===== config.mk =====
export PLATFORM = sky130hd
export DESIGN_NAME = clock_reset_sequencer
export DESIGN_NICKNAME = d
export VERILOG_FILES = /design/src/rtl/clock_reset_sequencer_pkg.sv /design/src/rtl/clock_reset_sync_bit.sv /design/src/rtl/clock_reset_sequencer.sv
export SDC_FILE = /design/constraint.sdc
export NUM_CORES = 1
export LEC_CHECK = 0
export CAP_MARGIN = 20
export CORE_UTILIZATION = 30
export CTS_CLUSTER_DIAMETER = 30
export DETAILED_ROUTE_END_ITERATION = 10
export PLACE_DENSITY_LB_ADDON = 0.1
export RECOVER_POWER = 100
export SLEW_MARGIN = 5
export SYNTH_ARGS = -nofsm -noshare
export SYNTH_HDL_FRONTEND = slang
export SYNTH_HIERARCHICAL = 1
export SYNTH_SLANG_ARGS = --single-unit

===== constraint.sdc =====
create_clock -name clk -period 3.3 [get_ports clk]
set_clock_uncertainty 0.2 [all_clocks]
set_input_delay 0.33 -clock clk [delete_from_list [all_inputs] [get_ports clk]]
set_output_delay 0.33 -clock clk [all_outputs]
set_load 0.01 [all_outputs]

===== src/rtl/clock_reset_sequencer_pkg.sv =====
// Shared types and constants for the clock/reset sequencer: state encoding,
// status widths and a small helper for parameter range checks.
package clock_reset_sequencer_pkg;

    localparam int unsigned STATE_W    = 3;
    localparam int unsigned LOSS_CNT_W = 8;

    typedef enum logic [STATE_W-1:0] {
        ST_WAIT_LOCK = 3'd0,
        ST_FILTER    = 3'd1,
        ST_STABILIZE = 3'd2,
        ST_CORE_UP   = 3'd3,
        ST_RUN       = 3'd4,
        ST_LOST      = 3'd5
    } seq_state_e;

    localparam logic [LOSS_CNT_W-1:0] LOSS_CNT_MAX = '1;

    function automatic int unsigned max3(input int unsigned a,
                                         input int unsigned b,
                                         input int unsigned c);
        int unsigned m;
        m = (a > b) ? a : b;
        return (m > c) ? m : c;
    endfunction

endpackage


===== src/rtl/clock_reset_sync_bit.sv =====
// Multi-flop synchronizer for a single asynchronous level, cleared by the
// synchronous active-low reset so downstream logic starts from a known 0.
module clock_reset_sync_bit #(
    parameter int unsigned SYNC_STAGES = 2
) (
    input  logic clk,
    input  logic rstnn,
    input  logic d,
    output logic q
);

    if (SYNC_STAGES < 2) begin : g_bad_stages
        $error("clock_reset_sync_bit: SYNC_STAGES must be at least 2");
    end

    logic [SYNC_STAGES-1:0] sync_q;
    logic [SYNC_STAGES-1:0] sync_d;

    always_comb begin
        sync_d = {sync_q[SYNC_STAGES-2:0], d};
    end

    always_ff @(posedge clk) begin
        if (!rstnn) begin
            sync_q <= '0;
        end else begin
            sync_q <= sync_d;
        end
    end

    assign q = sync_q[SYNC_STAGES-1];

endmodule


===== src/rtl/clock_reset_sequencer.sv =====
// Sequences core and peripheral resets from a filtered PLL lock flag and
// re-asserts both whenever lock is lost, counting losses seen while running.
module clock_reset_sequencer
    import clock_reset_sequencer_pkg::*;
#(
    parameter int unsigned SYNC_STAGES   = 2,
    parameter int unsigned LOCK_FILTER   = 8,
    parameter int unsigned STABLE_CYCLES = 1024,
    parameter int unsigned PERIPH_DELAY  = 16,
    parameter int unsigned CNT_WIDTH     = 16
) (
    input  logic                  clk,
    input  logic                  rstnn,
    input  logic                  pll_locked,
    output logic                  rstnn_core,
    output logic                  rstnn_periph,
    output logic                  seq_ready,
    output logic [STATE_W-1:0]    seq_state,
    output logic [LOSS_CNT_W-1:0] lock_loss_count
);

    if (SYNC_STAGES < 2 || LOCK_FILTER == 0 || STABLE_CYCLES == 0 ||
        PERIPH_DELAY == 0 || CNT_WIDTH == 0) begin : g_bad_param
        $error("clock_reset_sequencer: invalid parameter set");
    end

    // Every load value is (cycles - 1), so the counter must hold the largest of those.
    if (((max3(LOCK_FILTER, STABLE_CYCLES, PERIPH_DELAY) - 1) >> CNT_WIDTH) != 0)
    begin : g_bad_width
        $error("clock_reset_sequencer: CNT_WIDTH too small for programmed delays");
    end

    localparam logic [CNT_WIDTH-1:0] CNT_FILTER = CNT_WIDTH'(LOCK_FILTER - 1);
    localparam logic [CNT_WIDTH-1:0] CNT_STABLE = CNT_WIDTH'(STABLE_CYCLES - 1);
    localparam logic [CNT_WIDTH-1:0] CNT_PERIPH = CNT_WIDTH'(PERIPH_DELAY - 1);
    localparam logic [CNT_WIDTH-1:0] CNT_ONE    = CNT_WIDTH'(1);

    logic lk_s;

    seq_state_e            state_q, state_d;
    logic [CNT_WIDTH-1:0]  cnt_q, cnt_d;
    logic [LOSS_CNT_W-1:0] loss_cnt_q, loss_cnt_d;
    logic                  rstnn_core_q, rstnn_core_d;
    logic                  rstnn_periph_q, rstnn_periph_d;
    logic                  seq_ready_q, seq_ready_d;

    clock_reset_sync_bit #(
        .SYNC_STAGES(SYNC_STAGES)
    ) u_lock_sync (
        .clk   (clk),
        .rstnn (rstnn),
        .d     (pll_locked),
        .q     (lk_s)
    );

    always_comb begin
        state_d    = state_q;
        cnt_d      = cnt_q;
        loss_cnt_d = loss_cnt_q;

        unique case (state_q)
            ST_WAIT_LOCK: begin
                cnt_d = CNT_FILTER;
                if (lk_s) begin
                    state_d = ST_FILTER;
                end
            end
            ST_FILTER: begin
                if (!lk_s) begin
                    state_d = ST_WAIT_LOCK;
                    cnt_d   = CNT_FILTER;
                end else if (cnt_q == '0) begin
                    state_d = ST_STABILIZE;
                    cnt_d   = CNT_STABLE;
                end else begin
                    cnt_d = cnt_q - CNT_ONE;
                end
            end
            ST_STABILIZE: begin
                if (!lk_s) begin
                    state_d = ST_WAIT_LOCK;
                    cnt_d   = CNT_FILTER;
                end else if (cnt_q == '0) begin
                    state_d = ST_CORE_UP;
                    cnt_d   = CNT_PERIPH;
                end else begin
                    cnt_d = cnt_q - CNT_ONE;
                end
            end
            ST_CORE_UP: begin
                if (!lk_s) begin
                    state_d = ST_LOST;
                end else if (cnt_q == '0) begin
                    state_d = ST_RUN;
                end else begin
                    cnt_d = cnt_q - CNT_ONE;
                end
            end
            ST_RUN: begin
                if (!lk_s) begin
                    state_d = ST_LOST;
                    if (loss_cnt_q != LOSS_CNT_MAX) begin
                        loss_cnt_d = loss_cnt_q + LOSS_CNT_W'(1);
                    end
                end
            end
            ST_LOST: begin
                state_d = ST_WAIT_LOCK;
                cnt_d   = CNT_FILTER;
            end
            default: begin
                state_d = ST_WAIT_LOCK;
                cnt_d   = CNT_FILTER;
            end
        endcase

        // Outputs follow the next state so they change on the same edge as the state.
        rstnn_core_d   = (state_d == ST_CORE_UP) || (state_d == ST_RUN);
        rstnn_periph_d = (state_d == ST_RUN);
        seq_ready_d    = (state_d == ST_RUN);
    end

    always_ff @(posedge clk) begin
        if (!rstnn) begin
            state_q        <= ST_WAIT_LOCK;
            cnt_q          <= CNT_FILTER;
            loss_cnt_q     <= '0;
            rstnn_core_q   <= 1'b0;
            rstnn_periph_q <= 1'b0;
            seq_ready_q    <= 1'b0;
        end else begin
            state_q        <= state_d;
            cnt_q          <= cnt_d;
            loss_cnt_q     <= loss_cnt_d;
            rstnn_core_q   <= rstnn_core_d;
            rstnn_periph_q <= rstnn_periph_d;
            seq_ready_q    <= seq_ready_d;
        end
    end

    assign rstnn_core      = rstnn_core_q;
    assign rstnn_periph    = rstnn_periph_q;
    assign seq_ready       = seq_ready_q;
    assign seq_state       = state_q;
    assign lock_loss_count = loss_cnt_q;

endmodule


==> metrics <==
Initial Util 0.311; initial antenna violation count 0; cell taking the most area after synthesis dfxtp_1; PortBufs 16; WL/cell 15.0 um; max_slew headroom 0.570; Clk Tree Root Cell clkbuf_8; ratio of final minimum period to clock period 0.801; H-tree levels 2; RSZ-0062 raised after global routing false; CP Max Fanout 18; Post-Syn Nets 202; fin area between 1500 and 2000 um2; post_cts resized 0; critical path startpoint category flip-flop; Ys Warns 6; worst IR drop on VDD ~170 uV; Post-synth EDFFs 0; Die H a little under 80 um; CP endpoint kind flip-flop; Die W 77.3 um; Post-synth top cells 31 x dfxtp_1, 18 x nor2_1, 14 x nand2_1; Syn Inst Count 196; vias per cell 5.54; Worst Path Required 3.25 ns; MaxCap Viol Count 0; final hold violation count 0; sequential area share after synthesis 0.365; synth top area cells dfxtp_1 36%, nor2_1 4.0%, a21oi_1 3.5%, a22oi_1 3.5%, o31ai_1 3.5%; minimum clock period 2.64 ns; pwr/cell area 345 nW/um2; unique cell type count in the Yosys netlist 50; fin cells ~280; Ports 17; Initial DRC Count between 60 and 70; top-count cell post-synth dfxtp_1; FFs w/ async S/R, synth 0; Skew-Pair Late Insertion Delay around 0.28 ns; final WL 4.23 mm; num rows 27; Synth top area share 0.365; fin util 0.359; crit path kind reg2reg; Yosys reg bits 31; Fmax 378 MHz; DRC viols 0; dpl hpwl 3.03 mm; GRT Total Usage 0.151; synth-to-layout area growth 15.4%; full die area approximately 6000 um2; pin count of the biggest net entering global routing 19; fillers 594; vias in the first global route between 1000 and 1500; CP Data Arrival Time 2.59 ns; CTS Buf Count 5; Most used DFF post-synth dfxtp_1; Placer Congestion 0.846; ratio of cells with drive above 1 in the final layout 0.0762; Hold Buf Count CTS 0; # diodes 0; placed cell area 1890 um2; first-pass GRT wire length 7.02 mm; CTS Buffer Depth 2; GRT overflow 0; DR vias 1563; Antenna Nets Post-Route 0; area of the core 5470 um2; Setup TNS 0 ns; CTS tree yes; slew at the pin closest to its max-slew limit ~0.64 ns; mean post-synth cell area 8.68 um2; layout net count 215; Setup Buffers After CTS 0; Hold Path Class reg2reg; status finished clean; DR pass1 iterations 5; Leakage Power 0.714 nW; final slew viol count 0; CTS clk-pin slew, worst paths 0.07 ns; clk sinks 31; setup violators final 0; DP Cell Count between 200 and 300; Mapped Area approximately 1700 um2
worst paths after layout:
check                         from                     to  slack [ns]  depth (start not counted)
max                      cnt_q[12]               cnt_q[1]        0.66                          5
min          u_lock_sync/sync_q[0]  u_lock_sync/sync_q[1]        0.23                          1
max reg2reg              cnt_q[12]               cnt_q[1]        0.66                          5
min reg2reg  u_lock_sync/sync_q[0]  u_lock_sync/sync_q[1]        0.23                          1
layer usage:
metal / global-route usage / vias up / routed length [um]
met3: 0.0512 / 8 / 166
met5: 0 / - / 0
met1: 0.168 / 748 / 1860
li1: - / 767 / -
met4: 0.0660 / 0 / 100
met2: 0.260 / 40 / 2100
state kept, by name (all words and copies together) (netlist names):
register	count
seq_state	3
cnt_q	16
seq_ready	1
lock_loss_count	8
u_lock_sync/sync_q	2
rstnn_core	1
cell type report:
type	count	area (um2)	area share
timing repair buffer	16	160	0.0816
clock buffer	7	76.3	0.0389
clock inverter	1	5.00	0.00255
inverter	7	26.3	0.0134
sequential	31	621	0.316
multi-input combinational	148	985	0.502
tap	72	90.1	0.0459
cell families (layout without fill, tap and decap cells):
| family | count (synthesis) | in the layout | synth area share |
|---|---|---|---|
| multiplexers | 3 | 3 | 0.0184 |
| buffers and inverters | 17 | 31 | 0.0522 |
| flip-flops | 31 | 31 | 0.365 |
| XOR/XNOR | 6 | 6 | 0.0309 |
| AO/OA/AOI/OAI | 56 | 56 | 0.252 |
| AND/OR/NAND/NOR | 80 | 80 | 0.260 |
| adder cells (fa/ha/maj) | 3 | 3 | 0.0221 |
layout by cell type, fill, tap and decap left out, types with 2 or more instances in the layout:
cell | synthesis | routed
a22oi_1 | 8 | 8
a31o_2 | 3 | 2
o21a_1 | 2 | 2
clkbuf_8 | 0 | 5
a31oi_1 | 2 | 2
nor4_1 | 3 | 3
xor2_1 | 4 | 4
and2_1 | 4 | 3
or3_1 | 6 | 6
nor3_1 | 7 | 7
o21ai_0 | 5 | 5
o31a_1 | 2 | 2
dfxtp_1 | 31 | 31
o31ai_1 | 8 | 8
o211ai_1 | 2 | 2
a21oi_1 | 12 | 12
and3_1 | 2 | 2
or2_2 | 2 | 2
inv_1 | 7 | 7
a32oi_1 | 2 | 2
a211oi_1 | 2 | 2
and4_1 | 2 | 2
nor2_1 | 18 | 18
dlygate4sd3_1 | 0 | 15
nand2_1 | 14 | 14
clkbuf_1 | 4 | 2
mux2i_1 | 2 | 2
xnor2_1 | 2 | 2
nand3_1 | 4 | 5
nand4_1 | 5 | 5
ha_1 | 3 | 3
or4_1 | 5 | 5
stage by stage:
| stage | worst slack [ns] | total power [mW] | hold WS, ns |
|---|---|---|---|
| 5_1_grt | 0.552 | 0.710 | 0.270 |
| 3_5_place_dp | 0.850 | 0.400 | 0.227 |
| 2_1_floorplan | 1.15 | 0.393 | 0.212 |
| 3_3_place_gp | 0.880 | 0.400 | 0.220 |
| 6_report | 0.655 | 0.678 | 0.235 |
| 4_1_cts | 0.876 | 0.690 | 0.236 |
worst max-delay path: stages, from the launching register on:
cell	delay, ns
dfxtp_1	0.37
nor4_1	0.44
and4_1	0.44
a31o_1	0.62
and2_0	0.31
a22oi_1	0.12
power breakdown:
part	switching (mW)	leakage [nW]	internal, mW
Sequential	0.00232	0.250	0.376
Combinational	0.00895	0.422	0.00436
Clock	0.139	0.0422	0.148
Total	0.150	0.714	0.528
No activity file was read; power rests on OpenSTA's default activity.
